File: src/rtl/fifo_wr_arbiter_if.sv
`default_nettype none
// ============================================================================
//  Module      : fifo_wr_arbiter_if
//  Description : Producer-side valid/ready/last streams and FIFO write-port
//                signals of the round-robin FIFO write arbiter.
//  Revision    : 1.0 - initial release
// ============================================================================
interface fifo_wr_arbiter_if #(
   parameter int NUM_REQ    = 4,
   parameter int DATA_WIDTH = 8
);
   // Producer streams, one lane per requester
   logic [NUM_REQ-1:0]            req_valid;
   logic [NUM_REQ*DATA_WIDTH-1:0] req_data;
   logic [NUM_REQ-1:0]            req_last;
   logic [NUM_REQ-1:0]            req_ready;

   // FIFO write port
   logic                          fifo_w_en;
   logic [DATA_WIDTH-1:0]         fifo_wdata;
   logic                          fifo_full;

   // Arbiter side
   modport slave (
      input  req_valid,
      input  req_data,
      input  req_last,
      input  fifo_full,
      output req_ready,
      output fifo_w_en,
      output fifo_wdata
   );

   // Environment side (producers plus FIFO)
   modport master (
      output req_valid,
      output req_data,
      output req_last,
      output fifo_full,
      input  req_ready,
      input  fifo_w_en,
      input  fifo_wdata
   );
endinterface
`default_nettype wire

File: src/rtl/fifo_wr_arbiter.sv
`default_nettype none
// ============================================================================
//  Module      : fifo_wr_arbiter
//  Description : Round-robin arbiter sharing one synchronous FIFO write port
//                among NUM_REQ valid/ready/last producers. A granted producer
//                keeps the port for up to MAX_BURST beats or until its last
//                beat, then the grant rotates after one idle cycle.
//  Revision    : 1.0 - initial release
// ============================================================================
module fifo_wr_arbiter #(
   parameter int NUM_REQ    = 4,
   parameter int DATA_WIDTH = 8,
   parameter int MAX_BURST  = 4
) (
   input  wire logic                       clk,
   input  wire logic                       rst_n,
   fifo_wr_arbiter_if.slave                if_arb,
   output logic [$clog2(NUM_REQ)-1:0]      o_grant_id,
   output logic                            o_busy
);

   localparam int c_ID_W  = $clog2(NUM_REQ);
   localparam int c_CNT_W = $clog2(MAX_BURST + 1);

   localparam logic [c_CNT_W-1:0] c_MAX_CNT  = c_CNT_W'(MAX_BURST);
   localparam logic [c_ID_W-1:0]  c_LAST_RST = c_ID_W'(NUM_REQ - 1);

   localparam logic [0:0] c_ST_IDLE  = 1'b0;
   localparam logic [0:0] c_ST_BURST = 1'b1;

   // Registered state
   logic [0:0]         r_state;
   logic [c_ID_W-1:0]  r_grant_id;
   logic [c_ID_W-1:0]  r_last_grant;
   logic [c_CNT_W-1:0] r_beat_cnt;

   // Next-state values
   logic [0:0]         w_state_next;
   logic [c_ID_W-1:0]  w_grant_next;
   logic [c_ID_W-1:0]  w_last_grant_next;
   logic [c_CNT_W-1:0] w_cnt_next;

   // Arbitration and datapath helpers
   logic                  w_arb_hit;
   logic [c_ID_W-1:0]     w_arb_idx;
   logic [c_ID_W-1:0]     w_cand;
   logic                  w_sel_valid;
   logic                  w_sel_last;
   logic [DATA_WIDTH-1:0] w_sel_data;
   logic                  w_in_burst;
   logic                  w_xfer;
   logic [c_CNT_W-1:0]    w_cnt_inc;
   logic                  w_burst_end;

   assign w_in_burst  = (r_state == c_ST_BURST);
   assign w_sel_valid = if_arb.req_valid[r_grant_id];
   assign w_sel_last  = if_arb.req_last[r_grant_id];
   assign w_xfer      = w_in_burst & w_sel_valid & ~if_arb.fifo_full;
   assign w_cnt_inc   = r_beat_cnt + c_CNT_W'(1);
   assign w_burst_end = w_sel_last | (w_cnt_inc == c_MAX_CNT);

   // Round-robin pick: scan last_grant+1, +2, ... modulo NUM_REQ. The scan
   // runs from the farthest candidate to the nearest so the nearest valid
   // requester is the final assignment and therefore wins.
   always_comb begin
      w_arb_hit = 1'b0;
      w_arb_idx = '0;
      w_cand    = '0;
      for (int k = NUM_REQ; k >= 1; k--) begin
         w_cand = c_ID_W'((int'(r_last_grant) + k) % NUM_REQ);
         if (if_arb.req_valid[w_cand]) begin
            w_arb_hit = 1'b1;
            w_arb_idx = w_cand;
         end
      end
   end

   // Select the granted producer's data lane
   always_comb begin
      w_sel_data = '0;
      for (int i = 0; i < NUM_REQ; i++) begin
         if (r_grant_id == c_ID_W'(i)) begin
            w_sel_data = if_arb.req_data[i*DATA_WIDTH +: DATA_WIDTH];
         end
      end
   end

   // State register: FSM state, grant, rotation pointer and beat counter
   always_ff @(posedge clk or negedge rst_n) begin
      if (!rst_n) begin
         r_state      <= c_ST_IDLE;
         r_grant_id   <= '0;
         r_last_grant <= c_LAST_RST;
         r_beat_cnt   <= '0;
      end else begin
         r_state      <= w_state_next;
         r_grant_id   <= w_grant_next;
         r_last_grant <= w_last_grant_next;
         r_beat_cnt   <= w_cnt_next;
      end
   end

   // Next-state logic: arbitrate in IDLE, count beats and close bursts in BURST
   always_comb begin
      w_state_next      = r_state;
      w_grant_next      = r_grant_id;
      w_last_grant_next = r_last_grant;
      w_cnt_next        = r_beat_cnt;
      case (r_state)
         c_ST_IDLE: begin
            if (w_arb_hit) begin
               w_state_next = c_ST_BURST;
               w_grant_next = w_arb_idx;
               w_cnt_next   = '0;
            end
         end
         c_ST_BURST: begin
            // A stalled or paused producer keeps its grant; only a real
            // transfer advances the burst.
            if (w_xfer) begin
               if (w_burst_end) begin
                  w_state_next      = c_ST_IDLE;
                  w_last_grant_next = r_grant_id;
                  w_cnt_next        = '0;
               end else begin
                  w_cnt_next = w_cnt_inc;
               end
            end
         end
         default: begin
            w_state_next = c_ST_IDLE;
         end
      endcase
   end

   // Output logic: ready only to the granted lane, write on handshake
   always_comb begin
      if_arb.req_ready  = '0;
      if_arb.fifo_w_en  = w_xfer;
      if_arb.fifo_wdata = w_sel_data;
      if (w_in_burst && !if_arb.fifo_full) begin
         if_arb.req_ready[r_grant_id] = 1'b1;
      end
   end

   assign o_grant_id = r_grant_id;
   assign o_busy     = w_in_burst;

endmodule
`default_nettype wire

File: src/flat_wrapper.sv
// flat-port wrapper written by rule: the top's interface ports become plain ports
module fifo_wr_arbiter_flat 
#(
   parameter int NUM_REQ    = 4,
   parameter int DATA_WIDTH = 8,
   parameter int MAX_BURST  = 4
)
  (clk, rst_n, o_grant_id, o_busy, if_arb_req_valid, if_arb_req_data, if_arb_req_last, if_arb_fifo_full, if_arb_req_ready, if_arb_fifo_w_en, if_arb_fifo_wdata);
  fifo_wr_arbiter_if #(.NUM_REQ(NUM_REQ), .DATA_WIDTH(DATA_WIDTH)) if_arb_i ();
  input  wire logic clk;
  input  wire logic rst_n;
  output logic [$clog2(NUM_REQ)-1:0] o_grant_id;
  output logic o_busy;
  input wire logic [$bits(if_arb_i.req_valid)-1:0] if_arb_req_valid;
  input wire logic [$bits(if_arb_i.req_data)-1:0] if_arb_req_data;
  input wire logic [$bits(if_arb_i.req_last)-1:0] if_arb_req_last;
  input wire logic [$bits(if_arb_i.fifo_full)-1:0] if_arb_fifo_full;
  output wire logic [$bits(if_arb_i.req_ready)-1:0] if_arb_req_ready;
  output wire logic [$bits(if_arb_i.fifo_w_en)-1:0] if_arb_fifo_w_en;
  output wire logic [$bits(if_arb_i.fifo_wdata)-1:0] if_arb_fifo_wdata;
  assign if_arb_i.req_valid = if_arb_req_valid;
  assign if_arb_i.req_data = if_arb_req_data;
  assign if_arb_i.req_last = if_arb_req_last;
  assign if_arb_i.fifo_full = if_arb_fifo_full;
  assign if_arb_req_ready = if_arb_i.req_ready;
  assign if_arb_fifo_w_en = if_arb_i.fifo_w_en;
  assign if_arb_fifo_wdata = if_arb_i.fifo_wdata;
  fifo_wr_arbiter #(.NUM_REQ(NUM_REQ), .DATA_WIDTH(DATA_WIDTH), .MAX_BURST(MAX_BURST)) u_core (.clk(clk), .rst_n(rst_n), .if_arb(if_arb_i), .o_grant_id(o_grant_id), .o_busy(o_busy));
endmodule
File: config.mk
export PLATFORM = sky130hd
export DESIGN_NAME = fifo_wr_arbiter_flat
export DESIGN_NICKNAME = d
export VERILOG_FILES = /design/src/rtl/fifo_wr_arbiter_if.sv /design/src/rtl/fifo_wr_arbiter.sv /design/src/flat_wrapper.sv
export SDC_FILE = /design/constraint.sdc
export NUM_CORES = 1
export LEC_CHECK = 0
export CORE_MARGIN = 5
export CORE_UTILIZATION = 35
export DETAILED_ROUTE_END_ITERATION = 10
export PLACE_DENSITY = 0.84
export SETUP_SLACK_MARGIN = 0.05
export SLEW_MARGIN = 25
export SYNTH_ARGS = -nofsm -noshare
export SYNTH_HDL_FRONTEND = slang
export SYNTH_SLANG_ARGS = --single-unit
export TNS_END_PERCENT = 50
File: constraint.sdc
create_clock -name clk -period 4.8 [get_ports clk]
set_input_delay 0.96 -clock clk [delete_from_list [all_inputs] [get_ports clk]]
set_output_delay 0.96 -clock clk [all_outputs]
set_load 0.05 [all_outputs]
Word level (Yosys, flattened, before mapping):

Index checks and enable logic that the tools add are counted.

* bits of input ports: 43
* logic and storage cells: 68
* flip-flop bits (word level): 8

* equality and inequality tests: 6
* reduce and logical (&&, ||, !) cells: 7
* bitwise logic cells: 5
* magnitude comparators: 6
* add/subtract/negate cells: 5
* mux-type cells: 35

Operators with widths (number)
* 8-bit two-way mux: 4
* 2-bit by 3-bit less-than comparator with 1-bit output, second input constant: 5
* 1-bit two-way mux: 14
* 1-bit binary-select mux with 2-bit select: 6
* 3-bit two-way mux: 3
* 2-bit two-way mux: 4
* 3-bit one-hot mux with 2 select lines: 1
* 2-bit by 1-bit adder with 2-bit output, second input constant: 2
* 2-bit adder, second input constant: 2
* 2-bit == test, second input constant: 2
* 4-bit two-way mux: 1
* 2-bit AND reduction: 2
* 3-bit by 1-bit adder with 3-bit output, second input constant: 1
* 3-bit == test, second input constant: 1
* 3-bit AND reduction: 1
* 1-bit AND: 2
* 1-bit demux with 2-bit select: 1
* 2-bit by 1-bit == test with 1-bit output, second input constant: 1
* 2-bit by 1-bit greater-or-equal comparator with 1-bit output, second input constant: 1
* 1-bit logical AND: 2
* 2-bit logical NOT: 1
* 2-bit by 1-bit inequality test with 1-bit output, second input constant: 1
* 2-bit inequality test, second input constant: 1
* 1-bit NOT: 2
* other kinds (3): 3

Logic depth before layout (Yosys ltp):

* word-level depth: 9
* depth in mapped cells: 6
* gate-level depth less buffers: 5

Worst setup path before layout:

Ideal clock, no wire load.

* path type: reg2out
* start: register u_core.r_grant_id[0], in the netlist u_core.o_grant_id[0]
* end: output port if_arb_req_ready[0]
* buffers on the path: 2
* data arrival time: 2587 ps
* path slack: 1253 ps
* stages on the path, launching flop included: 4
* required time: 3840 ps
* cell sequence: dfrtp_1 -> buf_6 -> clkbuf_1 -> nor4_1

* cells in the longest elaborated chain, start to end: 5
* elaborated cells on any way between the ends: 6
* classes of those cells: 2 x order compare; 3 x mux; 1 x reduce/logical

RTL lines
* start: declaration: RTL line fifo_wr_arbiter.sv:33 `logic [c_ID_W-1:0] r_grant_id;`
* start signal: assignment: RTL line fifo_wr_arbiter.sv:97 `r_grant_id <= w_grant_next;`
* 2-bit by 3-bit less-than comparator with 1-bit output (implied by the code) / 2-bit by 1-bit greater-or-equal comparator with 1-bit output (equally long branches): RTL line fifo_wr_arbiter.sv:142 `if_arb.req_ready[r_grant_id] = 1'b1;`
* 1-bit logical AND (implied by the code): RTL line fifo_wr_arbiter.sv:142
* 1-bit two-way mux (implied by the code): RTL line fifo_wr_arbiter.sv:142
* 1-bit demux with 2-bit select *
* 4-bit two-way mux *: RTL line fifo_wr_arbiter.sv:141 `if (w_in_burst && !if_arb.fifo_full) begin`
* end: declaration: RTL line flat_wrapper.sv:18 `output wire logic [$bits(if_arb_i.req_ready)-1:0] if_arb_req_ready;`

Mark *: on every way between the ends. The rest lies on a longest branch, timed or not.

Final worst setup path:

* start: input port if_arb_req_valid[3]
* end: output port if_arb_fifo_w_en

* cells in the longest elaborated chain, start to end: 4

RTL lines
* start: declaration: RTL line flat_wrapper.sv:14 `input wire logic [$bits(if_arb_i.req_valid)-1:0] if_arb_req_valid;`
* 1-bit binary-select mux with 2-bit select: RTL line fifo_wr_arbiter.sv:56 `assign w_sel_valid = if_arb.req_valid[r_grant_id];`
* 1-bit two-way mux (implied by the code): RTL line fifo_wr_arbiter.sv:56
* 1-bit AND (2 in series): RTL line fifo_wr_arbiter.sv:58 `assign w_xfer = w_in_burst & w_sel_valid & ~if_arb.fifo_full;`
* end: declaration: RTL line flat_wrapper.sv:19 `output wire logic [$bits(if_arb_i.fifo_w_en)-1:0] if_arb_fifo_w_en;`

No other way between the ends. The select of a mux whose other input is x is not followed.

==> flow_summary.yaml <==
timing:
  fmaxAchievable_ghz: 0.259
  min_cycle_time_layout_ps: 3860
  fin_skew_ps: 11.1
  report.final.hold_viol_count: 0
  timing.final.setup_violations: 0
  rsz0062_at_grt: "false"
  final.setup.tns_ps: 0
  final_min_period_over_clock_period_pct: 80.3
  finalMaxSlewViolations: 0
  worst_slack_ps: 944
  worst_slew_margin_rel_pct: 49.4
  tightestPinTransition_ps: 759
global_route:
  use_met2_pct: 28.7
  antenna_found_initial: 0
  gr-total-overflow: 0
  vias_in_the_first_global_route: 841
  global_route.peak_usage_layer: "met2"
  maximum_number_of_pins_on_one_net_before_global_route_repair: 18
  grtUsageTotal_pct: 17.9
  gr-usage-met3_pct: 6.50
  grt_first_pass_wirelength_um: 4400
  grt_util_met1_pct: 21.5
clock_network:
  cts_tree: "done"
  clock_sinks: 8
  cts.htree.levels: 1
  clk_pin_slew_ps: 60
  cts-buffers-inserted: 3
  clkLatencyLatePin_ps: 260
  clock_path_buffers: 2
  post_cts_resized: 0
  cts-root-buf: "clkbuf_4"
  hold_buffers: 0
  post-cts-setup-buffer-count: 0
placement:
  gp_congestion: 0.857
  io_buffers: 58
  dp_hpwl_um: 2270
  setup_ws_pre_cts_ps: 971
  post_dp_cell_area_mm2: 0.00133
floorplanning:
  dieWidth_um: 55.9
  coreArea_mm2: 0.00198
  dieHeight_um: 55.9
  floorplan.rows: 16
  num_io_pins: 59
  die_area_mm2: 0.00312
  floorplan.initialDensity_pct: 37.2
cells_and_area:
  antenna_cells: 0
  post-route-cell-area_mm2: 0.00136
  drive_gt1_share_pct: 17.6
  syn2layout_area_growth_pct: 83.9
  final_nets: 171
hold_path:
  min_from: "u_core.r_beat_cnt[0]$_DFFE_PN0P_"
  hold_class: "reg2reg"
synthesis:
  yosysSeqAreaShare_pct: 27.5
  synth_xor_xnor_area_share_pct: 1.19
  synthArstFlopShare_pct: 100
  synth.largest_area_cell: "mux4_2"
  ys_ff_latch: 8
  postSynthAreaPerCell_um2: 11.0
  yosys-top-cells-area: "mux4_2 (31%), dfrtp_1 (20%), dfstp_2 (7.1%)"
  synth-warning-count: 0
  synth_enable_flop_cells: 0
  proportion_of_netlist_area_held_by_the_largest_area_contributor_pct: 30.6
  synth_adder_area_share_pct: 3.40
  synth_compound_gate_area_share_pct: 12.1
  post_synth_inst_count: 67
  post_synthesis_cell_area_um2: 737
  ys_types: 30
  synth-main-ff-cell: "dfrtp_1"
  yosys.area_share.simple_pct: 14.6
  syn-num-nets: 112
  synth.area.mux_share_pct: 34.6
  synth_top_family_by_area: "multiplexers"
setup_path:
  critical_path.reg2reg.startpoint: "u_core.o_grant_id[0]$_DFFE_PN0P_"
  worst_setup_path_startpoint: "if_arb_req_valid[3]"
  critical_path.max_fanout: 6
  cp.required_ps: 3840
  critical_path.startpoint_type: "primary input"
  cp_data_arrival_time_ps: 2900
  ws_path_type: "in2out"
  end_kind: "primary output"
routing:
  vias_per_cell: 5.43
  detail_route.drc_violations: 0
  route.vias.total: 825
  drtAntennaViolNets: 0
  detailedRoute.firstIterationViolations: 11
  postRouteWirelength_um: 2750
  routedWlPerCell_um: 18.1
  detail_route.first_pass.iterations: 5
pwr:
  post-layout-total-power_uw: 772
  leakage_uw: 0.000549
  peakVddDrop_mv: 0.342
  p_per_area_mw_per_mm2: 569
outcome:
  status: "completed"
flow_run:
  maxCapViolCount: 0
==> cells in the final DEF (no fill, tap or decap), drive strengths merged, types with 2 or more instances in the layout <==
master | synthesis | final
clkdlybuf4s50 | 0 | 58
mux4 | 10 | 10
inv | 7 | 7
dfrtp | 6 | 6
nor2 | 6 | 6
nand2 | 4 | 4
clkbuf | 3 | 4
nand3 | 3 | 3
a21oi | 3 | 3
nor4 | 2 | 2
mux2 | 2 | 2
nor3 | 2 | 2
o22ai | 2 | 2
ha | 2 | 2
dfstp | 2 | 2
==> synth_stat cells (2+ instances only) <==
cell,number
mux4_2,10
inv_1,7
dfrtp_1,6
nor2_1,5
clkbuf_1,3
nand2_1,3
nand3_1,3
a21oi_1,2
dfstp_2,2
ha_1,2
mux2_4,2
nor3_1,2
nor4_1,2
o22ai_1,2
==> registers in the layout (all words and copies together) (netlist names) <==
name	count
u_core.r_last_grant	2
u_core.r_beat_cnt	3
u_core.o_grant_id	2
u_core.o_busy	1
==> power by group <==
part	leakage [uW]	total [uW]	switching, uW	internal [uW]
logic	0.000440	544	303	242
registers	0.0000940	170	70.1	99.9
clock network	0.0000150	57.3	25.4	32.0
==> through the flow <==
| stage | hold slack [ps] | util, % | instances |
|---|---|---|---|
| after global routing | 570 | 68.4 | 152 |
| after CTS | 540 | 68.4 | 152 |
| after floorplan | 486 | - | 67 |
| after detailed placement | 532 | 67.0 | 148 |
| after global placement | 521 | 67.0 | 148 |
| final | 533 | 68.4 | 152 |
==> logic make-up after synthesis <==
kind of cell	count (synthesis)
AND/OR/NAND/NOR	21
adder cells (fa/ha/maj)	2
multiplexers	12
XOR/XNOR	1
AO/OA/AOI/OAI	12
flip-flops	8
buffers and inverters	11
==> worst max-delay path, stage by stage <==
cell and delay [ps]:
clkdlybuf4s50_1 490, mux4_2 510, nand2_2 140, inv_1 80
clkdlybuf4s50_1 700
==> cell type report <==
class	instances	area, um^2
Clock buffer	4	26.3
Fill cell	159	627
Inverter	7	26.3
Multi-Input combinational cell	48	485
Sequential cell	8	203
Tap cell	27	33.8
Timing Repair Buffer	58	581
==> per-layer routing <==
metal | routed length [um] | part of all wire [%]
met4 | 63 | 2.3
met1 | 1170 | 42
met2 | 1250 | 46
met5 | 0 | 0
met3 | 266 | 9.7
==> final timing paths <==
kind | endpoint | slack (ps) | depth (start not counted)
min in group asynchronous | u_core.o_grant_id[0]$_DFFE_PN0P_ | 970 | 1
min | u_core.r_beat_cnt[0]$_DFFE_PN0P_ | 530 | 1
max | if_arb_fifo_w_en | 940 | 5
max reg2reg | u_core.r_last_grant[1]$_DFFE_PN1P_ | 2680 | 4
max in group asynchronous | u_core.r_last_grant[0]$_DFFE_PN1P_ | 3510 | 1
min reg2reg | u_core.r_beat_cnt[0]$_DFFE_PN0P_ | 530 | 1
(Power assumes the default switching activity.)
